--- config.mk ---
export PLATFORM = sky130hd
export DESIGN_NAME = mem_port_arbiter
export DESIGN_NICKNAME = d
export VERILOG_FILES = /design/src/rtl/mem_port_arbiter_pkg.sv /design/src/rtl/mem_port_arbiter_beat_counter.sv /design/src/rtl/mem_port_arbiter.sv
export SDC_FILE = /design/constraint.sdc
export NUM_CORES = 1
export LEC_CHECK = 0
export ABC_AREA = 1
export CAP_MARGIN = 20
export CORE_MARGIN = 2
export CORE_UTILIZATION = 30
export DETAILED_ROUTE_END_ITERATION = 10
export GPL_ROUTABILITY_DRIVEN = 0
export PLACE_DENSITY = 0.81
export SYNTH_ARGS = -nofsm -noshare
export SYNTH_HDL_FRONTEND = slang
export SYNTH_SLANG_ARGS = --single-unit
--- constraint.sdc ---
create_clock -name clk -period 1.35 [get_ports clk]
set_input_delay 0.2025 -clock clk [delete_from_list [all_inputs] [get_ports clk]]
set_output_delay 0.2025 -clock clk [all_outputs]
set_load 0.01 [all_outputs]
--- src/rtl/mem_port_arbiter_pkg.sv ---
// rtl/mem_port_arbiter_pkg.sv - shared state encodings and sizing helpers for the memory port arbiter
package mem_port_arbiter_pkg;

  typedef enum logic [1:0] {
    ARB_IDLE = 2'd0,
    ARB_IC   = 2'd1,
    ARB_DCRD = 2'd2,
    ARB_DCWR = 2'd3
  } arb_state_e;

  function automatic int beat_width(input int burst_len);
    return $clog2(burst_len);
  endfunction

  // Byte-offset bits inside one cache line; these address bits are dropped at grant.
  function automatic int align_bits(input int burst_len, input int data_width);
    return $clog2(burst_len * data_width / 8);
  endfunction

endpackage

--- src/rtl/mem_port_arbiter_beat_counter.sv ---
// rtl/mem_port_arbiter_beat_counter.sv - beat counter, last-beat flag and beat address generation
module arb_beat_counter
  import mem_port_arbiter_pkg::*;
#(
  parameter int ADDR_WIDTH = 32,
  parameter int DATA_WIDTH = 32,
  parameter int BURST_LEN  = 4
) (
  input  logic                  clk,
  input  logic                  rst_n,
  input  logic                  load,
  input  logic [ADDR_WIDTH-1:0] load_addr,
  input  logic                  adv,
  output logic                  last,
  output logic [ADDR_WIDTH-1:0] beat_addr
);

  localparam int BW = beat_width(BURST_LEN);
  localparam int AB = align_bits(BURST_LEN, DATA_WIDTH);

  logic [BW-1:0]         beat_q, beat_d;
  logic [ADDR_WIDTH-1:0] base_q, base_d;

  assign last      = (beat_q == BW'(BURST_LEN - 1));
  assign beat_addr = base_q + (ADDR_WIDTH'(beat_q) << 2);

  always_comb begin
    beat_d = beat_q;
    base_d = base_q;
    if (load) base_d = load_addr & ({ADDR_WIDTH{1'b1}} << AB);
    // The only way back to beat 0 is completing the last beat.
    if (adv) beat_d = last ? '0 : beat_q + BW'(1);
  end

  always_ff @(posedge clk or negedge rst_n) begin
    if (!rst_n) begin
      beat_q <= '0;
      base_q <= '0;
    end else begin
      beat_q <= beat_d;
      base_q <= base_d;
    end
  end

endmodule

--- src/rtl/mem_port_arbiter.sv ---
// rtl/mem_port_arbiter.sv - shares one memory port between I-cache refill and D-cache refill/writeback
module mem_port_arbiter
  import mem_port_arbiter_pkg::*;
#(
  parameter int ADDR_WIDTH = 32,
  parameter int DATA_WIDTH = 32,
  parameter int BURST_LEN  = 4,
  parameter int STARVE_MAX = 2
) (
  input  logic                  clk,
  input  logic                  rst_n,
  input  logic                  ic_req,
  input  logic [ADDR_WIDTH-1:0] ic_addr,
  output logic                  ic_rvalid,
  output logic                  ic_done,
  input  logic                  dc_req,
  input  logic                  dc_we,
  input  logic [ADDR_WIDTH-1:0] dc_addr,
  input  logic [DATA_WIDTH-1:0] dc_wdata,
  output logic                  dc_wready,
  output logic                  dc_rvalid,
  output logic                  dc_done,
  output logic [DATA_WIDTH-1:0] rdata,
  output logic                  mem_req,
  output logic                  mem_we,
  output logic [ADDR_WIDTH-1:0] mem_addr,
  output logic [DATA_WIDTH-1:0] mem_wdata,
  input  logic                  mem_ack,
  input  logic [DATA_WIDTH-1:0] mem_rdata
);

  localparam int SW = $clog2(STARVE_MAX + 1);

  arb_state_e            state_q;
  logic [SW-1:0]         starve_q;
  logic                  mem_req_q, mem_we_q;
  logic                  ack, last, starved, d_grant, i_grant;
  logic [ADDR_WIDTH-1:0] beat_addr;

  assign ack     = mem_req_q & mem_ack;
  assign starved = ic_req && (starve_q == SW'(STARVE_MAX));
  assign d_grant = (state_q == ARB_IDLE) && dc_req && !starved;
  assign i_grant = (state_q == ARB_IDLE) && ic_req && !d_grant;

  arb_beat_counter #(
    .ADDR_WIDTH(ADDR_WIDTH),
    .DATA_WIDTH(DATA_WIDTH),
    .BURST_LEN (BURST_LEN)
  ) u_beat (
    .clk      (clk),
    .rst_n    (rst_n),
    .load     (d_grant | i_grant),
    .load_addr(d_grant ? dc_addr : ic_addr),
    .adv      (ack),
    .last     (last),
    .beat_addr(beat_addr)
  );

  always_ff @(posedge clk or negedge rst_n) begin
    if (!rst_n) begin
      state_q   <= ARB_IDLE;
      starve_q  <= '0;
      mem_req_q <= 1'b0;
      mem_we_q  <= 1'b0;
    end else begin
      case (state_q)
        ARB_IDLE: begin
          if (d_grant) begin
            state_q   <= dc_we ? ARB_DCWR : ARB_DCRD;
            mem_req_q <= 1'b1;
            mem_we_q  <= dc_we;
            // d_grant with ic_req pending implies starve_q < STARVE_MAX, so no overflow.
            starve_q  <= ic_req ? starve_q + SW'(1) : '0;
          end else if (i_grant) begin
            state_q   <= ARB_IC;
            mem_req_q <= 1'b1;
            mem_we_q  <= 1'b0;
            starve_q  <= '0;
          end else begin
            starve_q  <= '0;
          end
        end
        default: begin
          if (ack && last) begin
            state_q   <= ARB_IDLE;
            mem_req_q <= 1'b0;
            mem_we_q  <= 1'b0;
          end
        end
      endcase
    end
  end

  assign mem_req   = mem_req_q;
  assign mem_we    = mem_we_q;
  assign mem_addr  = mem_req_q ? beat_addr : '0;
  assign mem_wdata = (state_q == ARB_DCWR) ? dc_wdata : '0;
  assign ic_rvalid = ack && (state_q == ARB_IC);
  assign dc_rvalid = ack && (state_q == ARB_DCRD);
  assign dc_wready = ack && (state_q == ARB_DCWR);
  assign ic_done   = ic_rvalid && last;
  assign dc_done   = ack && last && (state_q inside {ARB_DCRD, ARB_DCWR});
  assign rdata     = (ic_rvalid || dc_rvalid) ? mem_rdata : '0;

  a_ic_req_held: assert property (@(posedge clk) disable iff (!rst_n)
    (state_q == ARB_IC) |-> ic_req);
  a_dc_req_held: assert property (@(posedge clk) disable iff (!rst_n)
    (state_q inside {ARB_DCRD, ARB_DCWR}) |-> dc_req);

endmodule

==> flow_metrics.py, run 1 <==
metrics = {
    "logic_synthesis": {
        "synth_cells": 496,
        "synth.avg_cell_area_um2": 5.699,
        "syn_area_mm2": 0.002826,
        "yosysSeqAreaShare_pct": 31.87,
        "yosysUniqueCellTypes": 20,
        "ys_seq_elements": 36,
        "ys_warn_count": 0,
    },
    "power_and_ir_drop": {
        "p_leak_nw": 3.633,
        "powerDensity_mw_per_mm2": 1765,
        "ir_drop_mv": 0.8410,
    },
    "finish": {
        "drive_above_1_share_pct": 34.46,
        "nets": 907,
        "instances_no_fill": 883,
        "area_growth_pct": 131.0,
        "diodes": 0,
    },
    "timing": {
        "fin_crit_sh_pct": 135.8,
        "setup_ws_ns": -0.4826,
        "hold-worst-slack_ns": 0.4888,
        "timing.fmax_mhz": 545.7,
        "rsz0062_at_grt": "true",
        "hold_viol": 0,
        "min_period_ns": 1.833,
        "slew_violations": 0,
        "setup_viol_count_final": 133,
        "fin_skew_ns": 0.007922,
    },
    "drt": {
        "drtIter0Drc": 149,
        "routed_wl_um": 14780,
        "wl_per_cell_um": 16.74,
        "drtPass1Iterations": 4,
        "drc": 0,
        "vias": 4170,
        "postRouteAntennaNets": 0,
        "vias_per_cell": 4.723,
    },
    "clock_tree": {
        "htreeDepth": 2,
        "cts_tree": "done",
        "clockBufferDepth": 2,
        "cts.sinks": 36,
        "clkLatencyLatePin_ns": 0.28,
        "clkTransAtPathRegs_ns": 0.07,
        "numCtsBuffers": 5,
        "cts_root_buf": "clkbuf_8",
    },
    "setup_path": {
        "reg2reg_slack_ns": -0.21,
        "path_class": "reg2out",
        "worstSetupEndpointType": "primary output",
        "arrival_ns": 1.63,
        "path_max_fanout": 6,
        "critPathBufInv": 6,
        "startpoint_type": "flop",
        "required_ns": 1.15,
        "r2r-end": "u_beat.base_q[18]$_DFFE_PN0P_",
        "critPathMaxStageDelay_ns": 0.42,
        "r2r_start": "state_q[0]$_DFFE_PN0P_",
        "path_cells": "nand2_4, inv_4, nand3_4, inv_4, buf_6, nor2_4, buf_12, buf_12, nor2_4, buf_6",
        "reg2reg_depth": 8,
        "crit_path_top_delay_cell": "dfrtp_2",
        "critical-path-top-delay-family": "buffers and inverters",
    },
    "global_routing": {
        "grt_first_pass_wirelength_um": 20840,
        "antenna_found_initial": 0,
        "grt_max_degree": 37,
        "grt_use_total_pct": 26.35,
        "overflow": 0,
        "grt_pass1_vias": 4027,
    },
    "flow_run": {
        "cap_violations": 0,
    },
    "die": {
        "row_count": 35,
        "coreArea_mm2": 0.009196,
        "die_h_um": 101.1,
        "die_x_um": 101.1,
        "initial_core_util_pct": 30.73,
        "die_area_mm2": 0.01021,
        "ios": 237,
    },
    "place": {
        "placed_cells": 833,
        "dp_hpwl_um": 9300,
        "port_buffers": 226,
    },
    "hold_path": {
        "holdCritPathClass": "in2async",
    },
    "outcome": {
        "violations": "setup timing",
        "outcome": "finished with violations",
    },
}
power breakdown:
part | internal [mW] | switching, mW | total (mW)
clock network | 0.417 | 0.383 | 0.799
registers | 1.62 | 0.352 | 1.97
logic | 4.46 | 4.29 | 8.75
total | 6.50 | 5.02 | 11.5
synthesized netlist by cell type:
master | instances | area (um2)
o21ai_1 | 1 | 5.000
nand2_1 | 128 | 480.5
o21ai_2 | 1 | 8.760
dfrtp_1 | 36 | 900.9
o21ai_0 | 3 | 15.01
inv_2 | 4 | 15.01
nor2_4 | 1 | 11.26
nand3_1 | 34 | 170.2
o21a_1 | 1 | 7.510
ha_1 | 2 | 25.02
inv_1 | 157 | 589.3
nor2_1 | 67 | 251.5
conb_1 | 1 | 3.750
buf_4 | 7 | 52.55
nor2_2 | 1 | 6.260
o22ai_1 | 1 | 6.260
nor3_1 | 1 | 5.000
buf_2 | 12 | 60.06
clkbuf_1 | 10 | 37.54
nand4_1 | 28 | 175.2
routing by layer:
metal  wire length [um]  vias to the layer above  global-route usage, %
met2               7602                      216                  46.87
met4                533                        0                  11.54
met5                  0                        -                      0
li1                   -                     1960                      -
met3               1054                       45                  5.548
met1               5591                     1949                  30.25
kinds of logic after synthesis:
group	after synthesis	share of synthesized area (%)
other cells	1	0.1327
fa+ha+maj	2	0.8852
flops	36	31.87
compound gates	7	1.505
buf+inv	190	26.69
simple gates	260	38.91
how the worst max path moves through the flow:
stage                              from         to  depth (start not counted)
detailed placement              mem_ack  rdata[19]                          8
CTS                 mem_req$_DFFE_PN0P_  rdata[31]                          9
finish              mem_req$_DFFE_PN0P_  rdata[24]                         10
global placement                mem_ack  rdata[19]                          8
global route        mem_req$_DFFE_PN0P_  rdata[11]                          9
floorplan           mem_req$_DFFE_PN0P_  rdata[10]                          7
registers in the layout (all words and copies together), names as in the netlist:
register       flops
mem_req            1
mem_we             1
starve_q           2
state_q            2
u_beat.base_q     28
u_beat.beat_q      2
layout by cell type, fill, tap and decap left out, drive strengths merged:
master / Yosys / final
inv: 161 / 163
buf: 19 / 132
nand2: 128 / 128
clkdlybuf4s50: 0 / 123
nor2: 69 / 70
dfrtp: 36 / 36
nand3: 34 / 34
clkdlybuf4s15: 0 / 29
nand4: 28 / 28
clkbuf: 10 / 12
o21ai: 5 / 5
dlygate4sd2: 0 / 3
conb: 1 / 2
ha: 2 / 2
nor3: 1 / 1
o22ai: 1 / 1
o21a: 1 / 1
bufbuf: 0 / 1
dlygate4sd3: 0 / 1
repair_timing:
item / 4_1_cts / 5_1_grt
endpoints found under the hold margin: 36 / 0
pin swaps: 7 / 8
resized for setup: 477 / 97
endpoints found under the setup margin: 130 / 134
cloned: 13 / 3
buffers inserted: 24 / 5
hold buffers: 1 / 0
metrics by stage:
| step | area [um2] | setup slack (ns) | utilization, % | TNS, ns | total power [mW] |
|---|---|---|---|---|---|
| global placement | 5338 | -0.9234 | 58.04 | -50.55 | 7.852 |
| global route | 6529 | -0.5708 | 70.99 | -44.87 | 12.24 |
| detailed placement | 5338 | -1.037 | 58.04 | -55.58 | 8.001 |
| floorplan | 2860 | -0.008214 | - | -0.1643 | 4.797 |
| CTS | 6085 | -0.4545 | 66.16 | -33.57 | 10.63 |
| finish | 6529 | -0.4826 | 70.99 | -35.28 | 11.52 |
worst reg2reg max path, delay by kind of cell (launching register included):
family,cells,cell delay [ns]
flops,1,0.45
compound gates,1,0.13
buf+inv,4,0.59
simple gates,3,0.30
area by class of cell:
cell class / instances / area, um2
Inverter: 161 / 619.3
Fill cell: 712 / 2668
Clock buffer: 8 / 90.09
Multi-Input combinational cell: 272 / 1643
Timing Repair Buffer: 293 / 3119
Timing Repair inverter: 2 / 15.01
Sequential cell: 36 / 903.4
Tap cell: 111 / 138.9
(Power assumes the default switching activity.)
==> run 2, diff against run 1 <==
Settings changed: CAP_MARGIN 20 to unset.
==> results of run 2 <==
The final DEF is identical to that of run 1; final timing and power are the same.
==> run 3, diff against run 2 <==
Settings changed: REMOVE_ABC_BUFFERS set to 1.
==> run 3 against run 2 <==
  * The flow still finishes with violations (setup timing)
  * Sequential share of layout area grew 1.4 points
  * Routed wire length shrank 7.1%
  * Core utilization shrank 6.4 points
  * Via count shrank 3.0%
  * Clock-buffer cell count shrank 2
  * Critical path type unchanged
  * Highest routed layer unchanged
==> flow_metrics.py, run 3 (synthesis gave the netlist of run 1 again) <==
metrics = {
    "setup_path": {
        "r2r-end": "state_q[0]$_DFFE_PN0P_",
        "crit_path_top_delay_cell": "dfrtp_1",
        "reg2reg_slack_ns": -0.33,
        "path_max_fanout": 7,
        "path_class": "reg2out",
        "r2r_start": "state_q[0]$_DFFE_PN0P_",
        "startpoint_type": "flop",
        "worst-path-stages": 8,
        "reg2reg_depth": 7,
        "critical-path-top-delay-family": "buffers and inverters",
        "startpoint": "state_q[1]$_DFFE_PN0P_",
        "path_cells": "inv_2, nand3_4, inv_4, nor2_4, buf_6, buf_16, nor2_2, buf_2",
        "required_ns": 1.15,
        "arrival_ns": 1.57,
        "critPathBufInv": 5,
        "critPathMaxStageDelay_ns": 0.44,
        "worstSetupEndpointType": "primary output",
        "endpoint": "rdata[21]",
    },
    "place": {
        "dp_hpwl_um": 9338,
        "placed_cells": 832,
        "port_buffers": 226,
    },
    "timing": {
        "hold_viol": 0,
        "setup_ws_ns": -0.4184,
        "rsz0062_at_grt": "true",
        "timing.fmax_mhz": 565.5,
        "min_period_ns": 1.768,
        "setup_viol_count_final": 134,
        "slew_violations": 0,
        "hold-worst-slack_ns": 0.3961,
        "fin_skew_ns": 0.009494,
        "fin_crit_sh_pct": 131.0,
    },
    "clock_tree": {
        "htreeDepth": 2,
        "clockBufferDepth": 2,
        "cts.sinks": 36,
        "numCtsBuffers": 5,
        "clkLatencyLatePin_ns": 0.28,
        "clkTransAtPathRegs_ns": 0.07,
        "cts_root_buf": "clkbuf_8",
        "cts_tree": "done",
    },
    "flow_run": {
        "cap_violations": 0,
    },
    "finish": {
        "drive_above_1_share_pct": 32.24,
        "fill_cells": 806,
        "largest_reg_flops": 28,
        "area_growth_pct": 110.0,
        "diodes": 0,
        "nets": 899,
        "largest_register": "u_beat.base_q",
        "instances_no_fill": 874,
        "final_cell_mix": "inv_1, clkdlybuf4s50_1, nand2_1",
        "layout_commonest_cell": "inv_1",
    },
    "drt": {
        "drtIter0Drc": 171,
        "wl_met2_um": 7121,
        "postRouteAntennaNets": 0,
        "vias": 4044,
        "wl_per_cell_um": 15.71,
        "routed_wl_um": 13730,
        "wl_met3_um": 1124,
        "vias_per_cell": 4.627,
        "highest_layer": "met4",
        "drtPass1Iterations": 4,
        "drc": 0,
        "routedLengthMet1_um": 4913,
    },
    "die": {
        "coreArea_mm2": 0.009196,
        "die_x_um": 101.1,
        "die_h_um": 101.1,
        "ios": 237,
        "initial_core_util_pct": 30.73,
        "die_area_mm2": 0.01021,
        "row_count": 35,
    },
    "global_routing": {
        "overflow": 0,
        "grt_first_pass_wirelength_um": 19080,
        "grt_pass1_vias": 3818,
        "grt_use_total_pct": 24.05,
        "grt_max_degree": 37,
        "antenna_found_initial": 0,
    },
    "power_and_ir_drop": {
        "p_leak_nw": 3.534,
        "powerDensity_mw_per_mm2": 1719,
        "ir_drop_mv": 0.9090,
    },
    "outcome": {
        "violations": "setup timing",
        "outcome": "finished with violations",
    },
    "hold_path": {
        "holdCritPathClass": "in2reg",
    },
}
-- run 3: how the worst min path moves through the flow --
stage | from | end | slack (ns) | cells past startpoint
after floorplan | rst_n | mem_req$_DFFE_PN0P_ | -0.09 | 0
after global placement | rst_n | u_beat.base_q[5]$_DFFE_PN0P_ | 0.27 | 2
after detailed placement | rst_n | u_beat.base_q[20]$_DFFE_PN0P_ | 0.28 | 2
after CTS | u_beat.base_q[10]$_DFFE_PN0P_ | u_beat.base_q[10]$_DFFE_PN0P_ | 0.48 | 2
after global routing | mem_ack | u_beat.beat_q[1]$_DFFE_PN0P_ | 0.45 | 5
final | mem_ack | u_beat.beat_q[1]$_DFFE_PN0P_ | 0.40 | 5
-- run 3: stage by stage --
step	util (%)	power (mW)	instance area, um2	setup TNS (ns)	worst slack (ns)
CTS	60.34	9.123	5549	-31.97	-0.4457
global placement	57.81	7.886	5316	-43.98	-0.6513
finish	64.54	10.21	5936	-35.92	-0.4184
detailed placement	57.81	8.032	5316	-46.25	-0.6951
global route	64.54	10.95	5936	-44.06	-0.4743
floorplan	-	4.508	2680	-54.92	-0.8741
-- run 3: timing repair --
item,CTS,global route
pin swaps,4,8
resized for setup,373,141
hold endpoints to repair,36,0
cloned,4,7
hold buffers,1,0
endpoints found under the setup margin,133,134
setup buffers,20,8
-- run 3: report_power, final --
| part | switching (mW) | internal (mW) |
|---|---|---|
| Sequential | 0.360 | 1.62 |
| Combinational | 3.81 | 3.70 |
| Clock | 0.365 | 0.351 |
| Total | 4.54 | 5.67 |
-- run 3: final cells by class --
class	count	area (um2)	share of cell area, %
Clock buffer	6	72.57	1.223
Clock inverter	1	5.005	0.08432
Inverter	161	614.3	10.35
Multi-Input combinational cell	271	1461	24.62
Sequential cell	36	902.1	15.20
Tap cell	111	138.9	2.340
Timing Repair Buffer	288	2741	46.18
-- run 3: tightest hold or removal path, delay by kind of cell --
family	cells	cell delay, ns
buffers and inverters	2	0.26
and+or+nand+nor	3	0.18
-- run 3: metal layers --
layer  vias up  GRT usage, %
li1       1936             -
met1      1880         25.68
met2       195         45.64
met3        33         4.646
met4         0         9.979
met5         -             0
